<file path="src/rtl/spi_spram_bridge.sv">
// spi_spram_bridge
// SPI mode-0 slave (MSB first) giving a host byte-addressed read/write burst
// access to one 16-bit synchronous single-port memory. Addresses auto-increment.
// All SPI pins are oversampled in the clk domain; SCLK must be at most clk/8.
//
// Frame: <opcode> <addr[15:8]> <addr[7:0]> <data...>
//   CMD_WRITE: each received data byte is written to the addressed byte lane.
//   CMD_READ : each addressed byte is returned on MISO, prefetched one byte ahead.
//
// Ports
//   clk, rst_n         system clock, async active-low reset
//   SPI_SCLK/MOSI/CE0  SPI inputs (async), CE0 active low
//   SPI_MISO           SPI data out, 0 outside a read data phase
//   mem_*              generic sync memory port, 1-cycle read latency
//   active             frame in progress
//   cmd_err            1-cycle pulse on an unrecognised opcode
`timescale 1ns/1ps
module spi_spram_bridge #(
  parameter int          ADDR_W      = 14,
  parameter int          SYNC_STAGES = 2,
  parameter logic [7:0]  CMD_READ    = 8'h03,
  parameter logic [7:0]  CMD_WRITE   = 8'h02
) (
  input  logic              clk,
  input  logic              rst_n,
  input  logic              SPI_SCLK,
  input  logic              SPI_MOSI,
  input  logic              SPI_CE0,
  output logic              SPI_MISO,
  output logic [ADDR_W-1:0] mem_addr,
  output logic [15:0]       mem_wdata,
  output logic [3:0]        mem_maskwren,
  output logic              mem_wren,
  output logic              mem_cs,
  input  logic [15:0]       mem_rdata,
  output logic              active,
  output logic              cmd_err
);

  localparam int BA_W = ADDR_W + 1;  // byte address width

  typedef enum logic [2:0] {
    S_WAIT_CS_HIGH, S_IDLE, S_CMD, S_ADDR, S_RD, S_WR, S_IGNORE
  } state_e;

  // Same synchroniser depth on all three pins keeps MOSI aligned to SCLK.
  logic [SYNC_STAGES-1:0] sclk_sync_q, mosi_sync_q, ce_sync_q;
  logic sclk_prev_q, ce_prev_q;
  logic sclk_s, mosi_s, ce_s;
  logic sclk_rise, sclk_fall, ce_rise, ce_fall;

  state_e            state_q, state_d;
  logic [BA_W-1:0]   rx_sr_q, rx_sr_d, rx_nxt;
  logic [4:0]        bit_cnt_q, bit_cnt_d;
  logic [BA_W-1:0]   addr_q, addr_d;
  logic [7:0]        tx_sr_q, tx_sr_d;
  logic              is_rd_q, is_rd_d;
  logic              rd_lane_q, rd_lane_d;
  logic              rd_pend_q, rd_load_q;
  logic              mem_cs_q, mem_cs_d, mem_wren_q, mem_wren_d;
  logic [ADDR_W-1:0] mem_addr_q, mem_addr_d;
  logic [15:0]       mem_wdata_q, mem_wdata_d;
  logic [3:0]        mem_mask_q, mem_mask_d;
  logic              cmd_err_q, cmd_err_d;

  assign sclk_s    = sclk_sync_q[SYNC_STAGES-1];
  assign mosi_s    = mosi_sync_q[SYNC_STAGES-1];
  assign ce_s      = ce_sync_q[SYNC_STAGES-1];
  assign sclk_rise =  sclk_s & ~sclk_prev_q;
  assign sclk_fall = ~sclk_s &  sclk_prev_q;
  assign ce_rise   =  ce_s   & ~ce_prev_q;
  assign ce_fall   = ~ce_s   &  ce_prev_q;
  assign rx_nxt    = {rx_sr_q[BA_W-2:0], mosi_s};

  // The MSB of the shift register is always shifted out, never read.
  logic unused_sr_msb;
  assign unused_sr_msb = rx_sr_q[BA_W-1];

  always_comb begin
    state_d     = state_q;
    rx_sr_d     = rx_sr_q;
    bit_cnt_d   = bit_cnt_q;
    addr_d      = addr_q;
    tx_sr_d     = tx_sr_q;
    is_rd_d     = is_rd_q;
    rd_lane_d   = rd_lane_q;
    mem_cs_d    = 1'b0;
    mem_wren_d  = 1'b0;
    mem_addr_d  = mem_addr_q;
    mem_wdata_d = mem_wdata_q;
    mem_mask_d  = mem_mask_q;
    cmd_err_d   = 1'b0;

    // Read data arrives the cycle after mem_cs; it lands in tx_sr well before
    // the next falling edge. The falling edge right after a byte boundary
    // (bit_cnt==0) must not shift, or the freshly loaded MSB would be lost.
    if (rd_load_q)
      tx_sr_d = rd_lane_q ? mem_rdata[7:0] : mem_rdata[15:8];
    else if (state_q == S_RD && sclk_fall && bit_cnt_q != 5'd0)
      tx_sr_d = {tx_sr_q[6:0], 1'b0};

    unique case (state_q)
      S_WAIT_CS_HIGH: if (ce_s) state_d = S_IDLE;
      S_IDLE: if (ce_fall) begin
        state_d   = S_CMD;
        bit_cnt_d = 5'd0;
      end
      S_CMD: if (sclk_rise) begin
        rx_sr_d   = rx_nxt;
        bit_cnt_d = bit_cnt_q + 5'd1;
        if (bit_cnt_q == 5'd7) begin
          bit_cnt_d = 5'd0;
          if (rx_nxt[7:0] == CMD_READ || rx_nxt[7:0] == CMD_WRITE) begin
            state_d = S_ADDR;
            is_rd_d = (rx_nxt[7:0] == CMD_READ);
          end else begin
            state_d   = S_IGNORE;
            cmd_err_d = 1'b1;
          end
        end
      end
      S_ADDR: if (sclk_rise) begin
        rx_sr_d   = rx_nxt;
        bit_cnt_d = bit_cnt_q + 5'd1;
        if (bit_cnt_q == 5'd15) begin
          bit_cnt_d = 5'd0;
          if (is_rd_q) begin
            state_d    = S_RD;
            mem_cs_d   = 1'b1;
            mem_addr_d = rx_nxt[BA_W-1:1];
            rd_lane_d  = rx_nxt[0];
            addr_d     = rx_nxt + 1'b1;
          end else begin
            state_d = S_WR;
            addr_d  = rx_nxt;
          end
        end
      end
      S_RD: if (sclk_rise) begin
        bit_cnt_d = bit_cnt_q + 5'd1;
        if (bit_cnt_q[2:0] == 3'd7) begin  // prefetch the next byte
          bit_cnt_d  = 5'd0;
          mem_cs_d   = 1'b1;
          mem_addr_d = addr_q[BA_W-1:1];
          rd_lane_d  = addr_q[0];
          addr_d     = addr_q + 1'b1;
        end
      end
      S_WR: if (sclk_rise) begin
        rx_sr_d   = rx_nxt;
        bit_cnt_d = bit_cnt_q + 5'd1;
        if (bit_cnt_q[2:0] == 3'd7) begin
          bit_cnt_d   = 5'd0;
          mem_cs_d    = 1'b1;
          mem_wren_d  = 1'b1;
          mem_addr_d  = addr_q[BA_W-1:1];
          mem_wdata_d = {rx_nxt[7:0], rx_nxt[7:0]};
          mem_mask_d  = addr_q[0] ? 4'b0011 : 4'b1100;
          addr_d      = addr_q + 1'b1;
        end
      end
      S_IGNORE: ;
      default: state_d = S_WAIT_CS_HIGH;
    endcase

    // CE0 rising ends the frame and beats a coincident byte-completing edge.
    if (state_q != S_WAIT_CS_HIGH && ce_rise) begin
      state_d    = S_IDLE;
      bit_cnt_d  = 5'd0;
      mem_cs_d   = 1'b0;
      mem_wren_d = 1'b0;
      cmd_err_d  = 1'b0;
    end
  end

  always_ff @(posedge clk or negedge rst_n) begin
    if (!rst_n) begin
      sclk_sync_q <= '0;
      mosi_sync_q <= '0;
      ce_sync_q   <= '0;
      sclk_prev_q <= 1'b0;
      ce_prev_q   <= 1'b0;
      state_q     <= S_WAIT_CS_HIGH;
      rx_sr_q     <= '0;
      bit_cnt_q   <= '0;
      addr_q      <= '0;
      tx_sr_q     <= '0;
      is_rd_q     <= 1'b0;
      rd_lane_q   <= 1'b0;
      rd_pend_q   <= 1'b0;
      rd_load_q   <= 1'b0;
      mem_cs_q    <= 1'b0;
      mem_wren_q  <= 1'b0;
      mem_addr_q  <= '0;
      mem_wdata_q <= '0;
      mem_mask_q  <= '0;
      cmd_err_q   <= 1'b0;
    end else begin
      sclk_sync_q <= {sclk_sync_q[SYNC_STAGES-2:0], SPI_SCLK};
      mosi_sync_q <= {mosi_sync_q[SYNC_STAGES-2:0], SPI_MOSI};
      ce_sync_q   <= {ce_sync_q[SYNC_STAGES-2:0], SPI_CE0};
      sclk_prev_q <= sclk_s;
      ce_prev_q   <= ce_s;
      state_q     <= state_d;
      rx_sr_q     <= rx_sr_d;
      bit_cnt_q   <= bit_cnt_d;
      addr_q      <= addr_d;
      tx_sr_q     <= tx_sr_d;
      is_rd_q     <= is_rd_d;
      rd_lane_q   <= rd_lane_d;
      rd_pend_q   <= mem_cs_d & ~mem_wren_d;
      rd_load_q   <= rd_pend_q;
      mem_cs_q    <= mem_cs_d;
      mem_wren_q  <= mem_wren_d;
      mem_addr_q  <= mem_addr_d;
      mem_wdata_q <= mem_wdata_d;
      mem_mask_q  <= mem_mask_d;
      cmd_err_q   <= cmd_err_d;
    end
  end

  assign mem_cs       = mem_cs_q;
  assign mem_wren     = mem_wren_q;
  assign mem_addr     = mem_addr_q;
  assign mem_wdata    = mem_wdata_q;
  assign mem_maskwren = mem_mask_q;
  assign cmd_err      = cmd_err_q;
  assign active       = (state_q != S_WAIT_CS_HIGH) && (state_q != S_IDLE);
  assign SPI_MISO     = (state_q == S_RD) && !ce_s && tx_sr_q[7];

endmodule

</file>
<file path="config.mk">
export PLATFORM = sky130hd
export DESIGN_NAME = spi_spram_bridge
export DESIGN_NICKNAME = d
export VERILOG_FILES = /design/src/rtl/spi_spram_bridge.sv
export SDC_FILE = /design/constraint.sdc
export NUM_CORES = 1
export LEC_CHECK = 0
export CAP_MARGIN = 20
export CORE_ASPECT_RATIO = 1.5
export CORE_MARGIN = 5
export CORE_UTILIZATION = 55
export CTS_BUF_LIST = sky130_fd_sc_hd__clkbuf_4 sky130_fd_sc_hd__clkbuf_8
export CTS_CLUSTER_SIZE = 20
export DETAILED_ROUTE_END_ITERATION = 16
export DONT_BUFFER_PORTS = 1
export PLACE_DENSITY_LB_ADDON = 0.2
export SYNTH_ARGS = -nofsm -noshare
export SYNTH_HDL_FRONTEND = slang
export SYNTH_SLANG_ARGS = --single-unit
</file>
<file path="constraint.sdc">
create_clock -name clk -period 1.84 [get_ports clk]
set_input_delay 0.276 -clock clk [delete_from_list [all_inputs] [get_ports clk]]
set_output_delay 0.276 -clock clk [all_outputs]
set_load 0.02 [all_outputs]
</file>
# Word-level counts from Yosys, hierarchy flattened
# Cells that the tools add are included.
# totals
regBits	94
in_bits	21
out_inout_bits	39
# classes
n_addsub	3
eq_ne	27
n_mux	55
n_bitwise	10
n_reduce_logical	26
# ops
cell	n
15-bit two-way mux	5
14-bit two-way mux	5
5-bit two-way mux	8
15-bit by 1-bit adder with 15-bit output, second input constant	2
15-bit one-hot mux with 2 select lines	1
14-bit one-hot mux with 2 select lines	1
3-bit two-way mux	8
8-bit two-way mux	3
5-bit one-hot mux with 4 select lines	1
1-bit two-way mux	19
3-bit inequality test, second input constant	6
8-bit by 2-bit == test with 1-bit output, second input constant	2
3-bit one-hot mux with 5 select lines	1
3-bit == test, second input constant	4
6-bit AND reduction	2
5-bit AND reduction	2
5-bit nonzero test	2
2-bit by 1-bit inequality test with 1-bit output, second input constant	4
2-bit inequality test, second input constant	4
7-bit AND reduction	1
3-bit by 2-bit == test with 1-bit output, second input constant	2
1-bit logical AND	6
3-bit by 1-bit inequality test with 1-bit output, second input constant	2
2-bit nonzero test	3
17 further kinds	27

# Depth between registers and ports, before layout
# Gate-level depths: netlist of the first run.
# depth
word_depth	7
mapped_depth	11
depth_no_buf	9

# Worst setup path before layout of the first run
# Ideal clock, no wire load.
# synth_path
path_type	register -> output
from	reg state_q[1]
to	out SPI_MISO
t_arrival_ns	1.839
required_ns	1.564
path_slack_ns	-0.275
stages_incl_launch_ff	6
cell_sequence	dfrtp_1 -> clkbuf_2 -> nand2b_4 -> clkbuf_1 -> clkbuf_1 -> nor4b_1
# synth_between
elab_chain_len	3
# synth_lines
item	line_no	source
start, declared	52	state_e state_q, state_d;
start signal, assigned	204	state_q <= state_d;
3-bit == test	229	assign SPI_MISO = (state_q == S_RD) && !ce_s && tx_sr_q[7];
1-bit logical AND (2 in series)	229	
end, declared	29	output logic SPI_MISO,
# No other way between the ends.

# Worst setup path in the final report of the first run
# layout_path
from	reg bit_cnt_q[0]
to	reg mem_addr_q[10] (netlist: mem_addr[10])
# layout_between
elab_chain_len	3
elab_cells_between_ends	5
# layout_lines
item	line_no	source
start, declared	54	logic [4:0] bit_cnt_q, bit_cnt_d;
start signal, assigned	206	bit_cnt_q <= bit_cnt_d;
5-bit by 4-bit == test with 1-bit output or 3-bit == test (tied branches)	125, 141, 152	
2-bit inequality test (no source line) or 2-bit by 1-bit inequality test with 1-bit output (tied branches)	--	
6-bit AND reduction (no source line) *	--	
end signal, assigned	215	mem_addr_q <= mem_addr_d;
end, declared	61	logic [ADDR_W-1:0] mem_addr_q, mem_addr_d;
# Every way passes the cells marked *; elsewhere a longest branch is shown, timed or not.
# A chain may end at the register's enable or synchronous reset.

==> impl_results.md, run 1 <==
- Status: finished, violations left
- Violated checks: hold timing, setup timing
- Finish-stage setup viols: 43
- DRC Markers: 0
- Port bufs: 0
- DR vias: 3829
- Die height: 121 um
- Die area: 10200 um2
- Total CTS buffers: 9
- Non-filler cells, final: 650
- Async SR Flop Fraction: 100%
- Most common cell after layout, fill and taps aside: dfrtp_1
- # rows: 40
- Slowest cell delay on critical path: 0.38 ns
- DP HPWL: 7640 um
- CP cell instances: ha_2 > nand3_2 > inv_2 > ha_4 > nand2_2 > or3_4 > a21oi_4 > buf_12 > buf_12 > nor2_2 > a31oi_1
- Layout cells sized above 1: 34.3%
- Die width: 84.0 um
- Final core occ: 73.0%
- Layout Area Growth over Synthesis: 29.6%
- Worst hold margin: -0.418 ns
- Via density per instance: 5.89
- Post-route ant nets: 0
- Sequential area share after synthesis: 46.6%
- Final hold violations: 84
- Data arrival, critical path: 2.28 ns
- Fin crit share: 108%
- Clock-pin slew on the worst setup and hold paths: 0.10 ns
- Max VDD drop: 0.918 mV
- Crit path max fanout: 6
- DRT Pass-1 Iters: 5
- Slowest CP cell: dfrtp_1
- Core region area: 8010 um2
- Static Leak: 2.57 nW
- Power Density: 1010 nW/um2
- I/O pin cnt: 60
- Dominant synthesized flop cell: dfrtp_1
- Number of synthesized flops with an enable pin: 0
- Crit path setup slack, layout: -0.156 ns
- Gpl congestion: 0.903
- Final Skew: 0.0170 ns
- Fmax: 0.501 GHz
- Synth cell types: 61
- Mapped cell area: 4510 um2
- Total Routing Usage GR: 23.3%
- CP Data Required Time: 2.12 ns
- Final wirelength: 11900 um
- Antenna diodes: 0
- CP Buf/Inv Count: 3
- Slew Viols, Final: 0
- CTS Hold Buffers Added: 3
- Starting DRT DRC Count: 145
- Max Root-Sink Buffers: 2
- Worst-Margin Slew: 0.548 ns
- CP endpoint kind: flip-flop
- Vias in the first global route: 3714
- Placed cell count: 600
- WL per Instance: 18.3 um
- Post-synthesis cell count: 476
- Max H-tree Level: 3
- CTS root buffer: clkbuf_8
- First-pass GRT wire length: 18600 um
- Post-synth net total: 505
- Synth Area per Inst: 9.48 um2
- Initial Util: 56.4%
- GRT overflow: 0
- Most used cell, CP: buf_12
- Filler cells: 604
- HP Class: primary input to async pin
- Max-Slew Margin vs Limit: 63.1%
- RSZ-0062 raised after global routing: yes
- Largest net degree at the start of global routing: 85
- Yosys Warn Count: 0
- CP Launch Type: flip-flop
- Kind of critical path: flip-flop to flip-flop
- Max-Cap Viols: 0
- Final nets: 569
- Crit path max-delay family: simple AND/OR/NAND/NOR gates
- Initial antenna violation count: 0
- CTS sink count: 84
- CTS tree: yes
- Min Tclk post-route: 2.00 ns
- #FFs+latches synth: 84
- Most frequent cells in the layout: 82 x dfrtp_1, 71 x nand2_1, 64 x buf_4
- Clock Latency Late Sink: 0.38 ns
[per-stage QoR]
step / power [mW] / hold slack [ns] / area, um2 / worst slack, ns / TNS, ns
after floorplan: 3.34 / -0.0196 / 4540 / -0.0609 / -0.569
after global placement: 3.94 / -0.0172 / 4920 / -0.163 / -3.80
after detailed placement: 3.98 / -0.0176 / 4920 / -0.238 / -5.62
after CTS: 5.60 / -0.427 / 5480 / -0.168 / -2.67
after global routing: 6.21 / -0.443 / 5850 / -0.260 / -9.13
final: 5.89 / -0.418 / 5850 / -0.156 / -4.14
[logic make-up after synthesis]
group                      share of synthesized area (%)
buffers and inverters                               6.04
muxes                                               6.76
and+or+nand+nor                                     20.3
AOI/OAI and AO/OA                                   15.7
adders and majority gates                           2.22
DFF                                                 46.6
xor gates and xnor gates                            2.33
[repair_timing]
| action | 4_1_cts | 5_1_grt |
|---|---|---|
| pin swaps | 11 | 22 |
| endpoints found under the hold margin | 87 | 84 |
| cloned | 3 | 3 |
| buffers inserted | 12 | 19 |
| setup endpoints to repair | 61 | 67 |
| resized for setup | 40 | 52 |
[worst reg2reg max path: stages, from the launching register on]
cell and delay [ns]:
dfrtp_1 0.38, ha_2 0.20, nand3_2 0.09, inv_2 0.07, ha_4 0.13, nand2_2 0.05, or3_4 0.35, a21oi_4 0.18
buf_12 0.15, buf_12 0.13, nor2_2 0.04, a31oi_1 0.15
[synthesized netlist by cell type, types with 8 or more instances]
master | count | area, um2
nand2_1 | 72 | 270
mux2i_1 | 8 | 80.1
mux2_2 | 20 | 225
buf_2 | 11 | 55.1
dfrtp_1 | 84 | 2100
nand3_1 | 14 | 70.1
buf_4 | 13 | 97.6
inv_1 | 13 | 48.8
a21oi_1 | 27 | 135
ha_1 | 8 | 100
nor2_1 | 38 | 143
clkbuf_1 | 9 | 33.8
xor2_1 | 8 | 70.1
o21ai_0 | 35 | 175
a31oi_1 | 16 | 100
[state kept, by name, indices dropped and copies added (netlist names), 3 cells and up]
| name | count |
|---|---|
| addr_q | 15 |
| tx_sr_q | 8 |
| mem_wdata | 8 |
| state_q | 3 |
| mem_addr | 14 |
| rx_sr_q | 14 |
| bit_cnt_q | 5 |
[power breakdown]
group | leakage [nW] | total, mW | internal [mW] | switching (mW)
Sequential | 1.10 | 2.12 | 1.99 | 0.124
Clock | 0.115 | 1.51 | 0.783 | 0.729
Combinational | 1.35 | 2.26 | 1.04 | 1.22
[layer usage]
metal / up-vias / share of wire [%] / global-route usage [%]
met5: - / 0 / 0
met4: 0 / 2.8 / 9.76
met3: 29 / 6.3 / 6.39
met2: 123 / 53 / 40.4
met1: 1876 / 38 / 26.8
li1: 1801 / - / -
[final timing paths]
| check | startpoint | end | slack, ns | depth (start not counted) |
|---|---|---|---|---|
| setup / recovery | bit_cnt_q[0]$_DFFE_PN0P_ | mem_addr[10]$_DFFE_PN0P_ | -0.16 | 11 |
| hold / removal | rst_n | rd_lane_q$_DFFE_PN0P_ | -0.42 | 0 |
| setup reg to reg | bit_cnt_q[0]$_DFFE_PN0P_ | mem_addr[10]$_DFFE_PN0P_ | -0.16 | 11 |
| hold reg to reg | mosi_sync_q[0]$_DFF_PN0_ | mosi_sync_q[1]$_DFF_PN0_ | 0.35 | 0 |
| max in group asynchronous | rst_n | bit_cnt_q[0]$_DFFE_PN0P_ | 2.15 | 0 |
| min in group clk | mem_rdata[8] | tx_sr_q[0]$_DFFE_PN0P_ | 0.17 | 3 |
[layout make-up]
| class | instances | area [um2] | share of cell area [%] |
|---|---|---|---|
| Tap cell | 105 | 131 | 2.25 |
| Timing Repair Buffer | 90 | 876 | 15.0 |
| Inverter | 13 | 48.8 | 0.834 |
| Clock inverter | 7 | 104 | 1.78 |
| Clock buffer | 9 | 124 | 2.12 |
| Multi-Input combinational cell | 342 | 2460 | 42.1 |
| Sequential cell | 84 | 2100 | 36.0 |
No activity file was read; power rests on OpenSTA's default activity.
==> run 2: changes to the inputs <==
==> constraint.sdc (replaced) <==
create_clock -name clk -period 1.9 [get_ports clk]
set_input_delay 0.285 -clock clk [delete_from_list [all_inputs] [get_ports clk]]
set_output_delay 0.285 -clock clk [all_outputs]
set_load 0.02 [all_outputs]
==> run 2 against run 1 <==
  * The run still ends with hold timing, setup timing left
  * Combinational power fell by 17%
  * Power fell by 7.3%
  * Sequential power fell by 2%
  * Largest power group is now registers
  * Clock skew fell by 0.0055 ns
  * Critical endpoint is now mem_addr[12]$_DFFE_PN0P_
  * Core utilization fell by 4.0 points
  * Non-clock buffer count fell by 26
==> impl_results.md, run 2 (synthesis gave the netlist of run 1 again) <==
- Filler cells: 639
- Static Leak: 2.41 nW
- Max Root-Sink Buffers: 2
- Initial Util: 56.4%
- Status: finished, violations left
- Worst-Margin Slew: 0.482 ns
- CP Data Required Time: 2.18 ns
- Data arrival, critical path: 2.24 ns
- Via density per instance: 5.94
- Non-filler cells, final: 622
- Fmax: 0.511 GHz
- HP Class: primary input to async pin
- Final Skew: 0.0114 ns
- DR vias: 3694
- CTS sink count: 84
- Initial antenna violation count: 0
- Pre-CTS setup slack: -0.199 ns
- Post-route ant nets: 0
- Max-Cap Viols: 0
- Final hold violations: 84
- First-pass GRT wire length: 18300 um
- Multi-input logic area: 2380 um2
- # rows: 40
- CTS tree: yes
- I/O pin cnt: 60
- Die height: 121 um
- Total CTS buffers: 9
- Layout cells sized above 1: 28.0%
- Violated checks: hold timing, setup timing
- Max VDD drop: 0.661 mV
- R2R setup slack: -0.06 ns
- CTS root buffer: clkbuf_8
- Die width: 84.0 um
- Worst hold margin: -0.392 ns
- Kind of critical path: flip-flop to flip-flop
- CP endpoint kind: flip-flop
- Port bufs: 0
- Clock Latency Late Sink: 0.36 ns
- Gpl congestion: 0.888
- Reg with most FFs: addr_q
- Core region area: 8010 um2
- DRC Markers: 0
- Final wirelength: 11000 um
- Final nets: 542
- WL per Instance: 17.7 um
- Final core occ: 69.1%
- Die area: 10200 um2
- Antenna diodes: 0
- Most frequent cells in the layout: 83 x dfrtp_1, 71 x nand2_1, 46 x buf_4
- GRT overflow: 0
- Finish-stage setup viols: 14
- Routed wl met3: 553 um
- Most common cell after layout, fill and taps aside: dfrtp_1
- Largest net degree at the start of global routing: 85
- Crit path setup slack, layout: -0.0585 ns
- DRT Pass-1 Iters: 4
- Slowest CP cell: dfrtp_1
- Fin crit share: 103%
- Post-route setup TNS: -0.526 ns
- Max H-tree Level: 3
- RSZ-0062 raised after global routing: yes
- Max FFs per register: 15
- CP cell instances: ha_4 > nand3_4 > inv_2 > ha_4 > nand2_2 > or3_4 > a21oi_4 > buf_12 > buf_12 > nor2_1 > a31oi_1
- DP HPWL: 7470 um
- Slowest cell delay on critical path: 0.40 ns
- Slew Viols, Final: 0
- Metal2 WL: 5790 um
- Starting DRT DRC Count: 119
- Total Routing Usage GR: 22.7%
- CP Launch Type: flip-flop
- Top Layer Used: met4
- M1 WL: 4350 um
- Power Density: 987 nW/um2
- Vias in the first global route: 3666
- Layout Area Growth over Synthesis: 22.6%
- CTS Hold Buffers Added: 3
- Max-Slew Margin vs Limit: 67.4%
- Crit path max fanout: 6
- Placed cell count: 595
- FF+latch area: 2100 um2
- Clock-pin slew on the worst setup and hold paths: 0.08 ns
- Min Tclk post-route: 1.96 ns
-- run 2: changes by cell type in the layout (fill, tap and decap cells not counted), moves of 3 or more --
cell,delta
o21ai_1,-5
nor2_2,-3
buf_4,-18
nor2_1,+4
o21ai_0,+5
buf_6,-6
-- run 2: final timing paths --
| kind | depth (start not counted) | start | to |
|---|---|---|---|
| worst max-delay path | 11 | bit_cnt_q[0]$_DFFE_PN0P_ | mem_addr[12]$_DFFE_PN0P_ |
| worst min-delay path | 0 | rst_n | ce_sync_q[1]$_DFF_PN0_ |
| worst max register to register | 11 | bit_cnt_q[0]$_DFFE_PN0P_ | mem_addr[12]$_DFFE_PN0P_ |
| worst min register to register | 0 | mosi_sync_q[0]$_DFF_PN0_ | mosi_sync_q[1]$_DFF_PN0_ |
| max in group asynchronous | 0 | rst_n | rx_sr_q[10]$_DFFE_PN0P_ |
| min in group clk | 3 | mem_rdata[8] | tx_sr_q[0]$_DFFE_PN0P_ |
-- run 2: layout make-up --
class                   count  area share, %
repair buffers             64           11.4
clock buffers               9           2.24
inverters                  13          0.882
clock inverters             6           2.04
multi-input cells         341           43.1
well taps                 105           2.37
flip-flops and latches     84           38.0
-- run 2: critical path, delay by kind of cell (launching register included) --
kind | cells | cell delay [ns]
AO/OA/AOI/OAI | 2 | 0.33
adder cells (fa/ha/maj) | 2 | 0.31
flip-flops | 1 | 0.40
AND/OR/NAND/NOR | 4 | 0.50
buffers and inverters | 3 | 0.34
-- run 2: per-stage QoR --
step / instance area (um2) / total power [mW]
after global placement: 4880 / 3.78
after global routing: 5530 / 5.77
after detailed placement: 4880 / 3.82
after floorplan: 4540 / 3.23
after CTS: 5340 / 5.38
final: 5530 / 5.46
-- run 2: power breakdown --
group          leakage, nW  internal (mW)  total, mW  switching, mW
Combinational         1.18          0.832       1.87           1.04
Clock                0.120          0.870       1.52          0.654
Sequential            1.11           1.93       2.07          0.142
-- run 2: what timing repair did --
action                                 in CTS  in global routing
gates cloned                                2                  0
endpoints found under the hold margin      87                 84
resized for setup                          19                 40
buffers inserted                            5                  3
pin swaps                                   5                 17
setup endpoints to repair                  53                 56
-- run 2: layer usage --
metal | vias to the layer above | GRT usage [%]
met1 | 1835 | 25.9
li1 | 1745 | -
met5 | - | 0
met3 | 24 | 5.43
met4 | 0 | 9.15
met2 | 90 | 40.7
==> run 3: changes to the inputs <==
--- a/config.mk
+++ b/config.mk
@@ -5,9 +5,9 @@
 export SDC_FILE = /design/constraint.sdc
 export NUM_CORES = 1
 export LEC_CHECK = 0
+export ABC_AREA = 1
 export CAP_MARGIN = 20
 export CORE_ASPECT_RATIO = 1.5
-export CORE_MARGIN = 5
 export CORE_UTILIZATION = 55
 export CTS_BUF_LIST = sky130_fd_sc_hd__clkbuf_4 sky130_fd_sc_hd__clkbuf_8
 export CTS_CLUSTER_SIZE = 20
==> run 3 against run 2 <==
  * The flow finishes with violations (hold timing)
  * Final cell count increased by 22%
  * Power increased by 22%
  * Register-to-register slack improved by 0.09 ns
  * Critical path type unchanged
  * Critical endpoint is now mem_addr[1]$_DFFE_PN0P_
==> impl_results.md, run 3 <==
- Status: finished, violations left
- Violated checks: hold timing
- Async SR Flop Fraction: 100%
- Final wirelength: 11600 um
- Final core occ: 64.2%
- Most common cell after layout, fill and taps aside: nand2_1
- Worst-Margin Slew: 0.425 ns
- Clock Latency Late Sink: 0.37 ns
- Final nets: 680
- CP endpoint kind: flip-flop
- Post-route ant nets: 0
- Reg2Reg Depth: 13
- FF+latch area: 2100 um2
- Post-synth net total: 667
- First-pass GRT wire length: 18500 um
- Synth cell types: 34
- Slowest CP cell: dfrtp_1
- Max H-tree Level: 3
- Max Root-Sink Buffers: 2
- Core region area: 8060 um2
- Initial antenna violation count: 0
- CTS sink count: 84
- Initial Util: 57.4%
- Vias in the first global route: 4033
- Crit path max fanout: 7
- CP Data Required Time: 2.21 ns
- Max-Slew Margin vs Limit: 71.7%
- DR vias: 4213
- Synth Area per Inst: 7.25 um2
- Slowest cell delay on critical path: 0.40 ns
- Multi-input logic area: 2160 um2
- CP cell instances: ha_4 > buf_4 > ha_1 > inv_2 > nor2_2 > nand2_1 > nand2_2 > nand2_4 > nor2_4 > buf_4 > clkbuf_16 > nand2_1 > nand2_1
- Max FFs per register: 15
- Finish-stage setup viols: 0
- Sw Pwr: 2.77 mW
- Register share of total power: 40.9%
- Gpl congestion: 0.918
- Comb power frac: 37.3%
- Die height: 114 um
- End point of the critical path: mem_addr[1]$_DFFE_PN0P_
- R2R setup slack: 0.03 ns
- Min Tclk post-route: 1.87 ns
- Data arrival, critical path: 2.19 ns
- # rows: 40
- Int Power: 3.90 mW
- Number of synthesized flops with an enable pin: 0
- Max VDD drop: 0.605 mV
- Most frequent cells in the layout: 217 x nand2_1, 84 x dfrtp_1, 76 x o21ai_0
- Fin crit share: 98.5%
- Worst hold margin: -0.398 ns
- GRT overflow: 0
- Layout Area Growth over Synthesis: 11.8%
- Top area cells in the synthesized netlist: dfrtp_1 45%, nand2_1 18%, o21ai_0 8.3%
- Overall power: 6.67 mW
- Antenna diodes: 0
- Area after DPL: 4760 um2
- Static Leak: 2.50 nW
- Top cell type's share of synthesized area: 45.4%
- Crit path from: bit_cnt_q[0]$_DFFE_PN0P_
- WL per Instance: 15.3 um
- DRT Pass-1 Iters: 5
- RSZ-0062 raised after global routing: yes
- Switching share of power: 41.5%
- Top cell type by total area after synthesis: dfrtp_1
- Fmax: 0.534 GHz
- Max-Cap Viols: 0
- Filler cells: 720
- Mapped cell area: 4630 um2
- DP HPWL: 8170 um
- Die width: 76.9 um
- Reg with most FFs: addr_q
- Via density per instance: 5.54
- #FFs+latches synth: 84
- Total CTS buffers: 9
- Commonest cells in the netlist: 220 x nand2_1, 84 x dfrtp_1, 77 x o21ai_0, 60 x inv_1, 58 x nor2_1
- Final Skew: 0.0104 ns
- Clock-pin slew on the worst setup and hold paths: 0.09 ns
- Slew Viols, Final: 0
- RR Startpoint: bit_cnt_q[0]$_DFFE_PN0P_
- Dominant synthesized flop cell: dfrtp_1
- Power Density: 1290 nW/um2
- Die area: 8790 um2
- Most numerous cell in the Yosys netlist: nand2_1
- Total Routing Usage GR: 27.2%
- CP Launch Type: flip-flop
- Final hold violations: 84
- HP Class: primary input to async pin
- CTS tree: yes
- Yosys Warn Count: 0
- Kind of critical path: flip-flop to flip-flop
- CTS root buffer: clkbuf_8
- I/O pin cnt: 60
- Post-synthesis cell count: 638
- Design Area, Final: 5170 um2
- Starting DRT DRC Count: 268
- Largest net degree at the start of global routing: 85
- CTS Hold Buffers Added: 3
- Sequential area share after synthesis: 45.4%
- Most used cell, CP: nand2_1
- R2r endpoint: mem_addr[1]$_DFFE_PN0P_
- Layout cells sized above 1: 9.62%
- Clk pwr share: 21.8%
- Port bufs: 0
- DRC Markers: 0
[run 3: stage by stage]
| step | setup WS (ns) | instances | setup TNS [ns] |
|---|---|---|---|
| 3_3_place_gp | 0.0698 | 734 | 0 |
| 6_report | 0.0284 | 760 | 0 |
| 3_5_place_dp | -0.0380 | 734 | -0.0380 |
| 4_1_cts | 0.0265 | 752 | 0 |
| 5_1_grt | -0.0653 | 760 | -0.685 |
| 2_1_floorplan | 0.132 | 638 | 0 |
[run 3: power by group through the flow]
stage	Sequential, mW	Combinational [mW]	Clock [mW]
2_1_floorplan	2.62	1.70	0
3_3_place_gp	2.73	2.24	0
3_5_place_dp	2.75	2.31	0
4_1_cts	2.72	2.34	1.48
5_1_grt	2.78	2.79	1.55
6_report	2.73	2.49	1.46
[run 3: timing repair]
item / CTS / global route
gates resized for setup: 3 / 17
pin swaps: 0 / 1
setup endpoints to repair: 5 / 36
gates cloned: 0 / 3
setup buffers: 0 / 5
hold endpoints to repair: 87 / 84
[run 3: cells by family (layout without fill, tap and decap cells)]
group / Yosys count / in the layout / share of synthesized area, %
DFF: 84 / 84 / 45.4
buffers and inverters: 91 / 108 / 8.82
and+or+nand+nor: 351 / 351 / 31.3
AOI/OAI and AO/OA: 99 / 99 / 11.3
adders and majority gates: 8 / 8 / 2.16
xor gates and xnor gates: 5 / 5 / 0.947
[run 3: final cells by class]
| cell class | count | share of cell area (%) |
|---|---|---|
| Tap cell | 105 | 2.54 |
| Timing Repair Buffer | 29 | 5.81 |
| Clock buffer | 10 | 2.66 |
| Sequential cell | 84 | 40.7 |
| Inverter | 62 | 4.67 |
| Timing Repair inverter | 2 | 0.242 |
| Multi-Input combinational cell | 463 | 41.8 |
| Clock inverter | 5 | 1.65 |
[run 3: worst max-delay path, delay by kind of cell, from the launching register on]
family,cells,cell delay [ns]
fa+ha+maj,2,0.31
buf+inv,4,0.45
flops,1,0.40
simple gates,7,0.66
[run 3: routing by layer]
layer	track usage, %	vias up	share of wire, %
met5	0	-	0
li1	-	2063	-
met2	46.7	101	52
met3	4.94	41	3.2
met1	31.1	2008	40
met4	17.6	0	5.2
[run 3: worst min path at each step]
| stage | endpoint | startpoint | slack (ns) | cells after the start |
|---|---|---|---|---|
| after floorplan | addr_q[0]$_DFFE_PN0P_ | rst_n | -0.01 | 0 |
| after global placement | ce_prev_q$_DFF_PN0_ | rst_n | -0.008 | 0 |
| after detailed placement | bit_cnt_q[3]$_DFFE_PN0P_ | rst_n | -0.008 | 0 |
| after CTS | mem_addr[12]$_DFFE_PN0P_ | rst_n | -0.41 | 0 |
| after global routing | addr_q[2]$_DFFE_PN0P_ | rst_n | -0.41 | 0 |
| final | addr_q[3]$_DFFE_PN0P_ | rst_n | -0.40 | 0 |
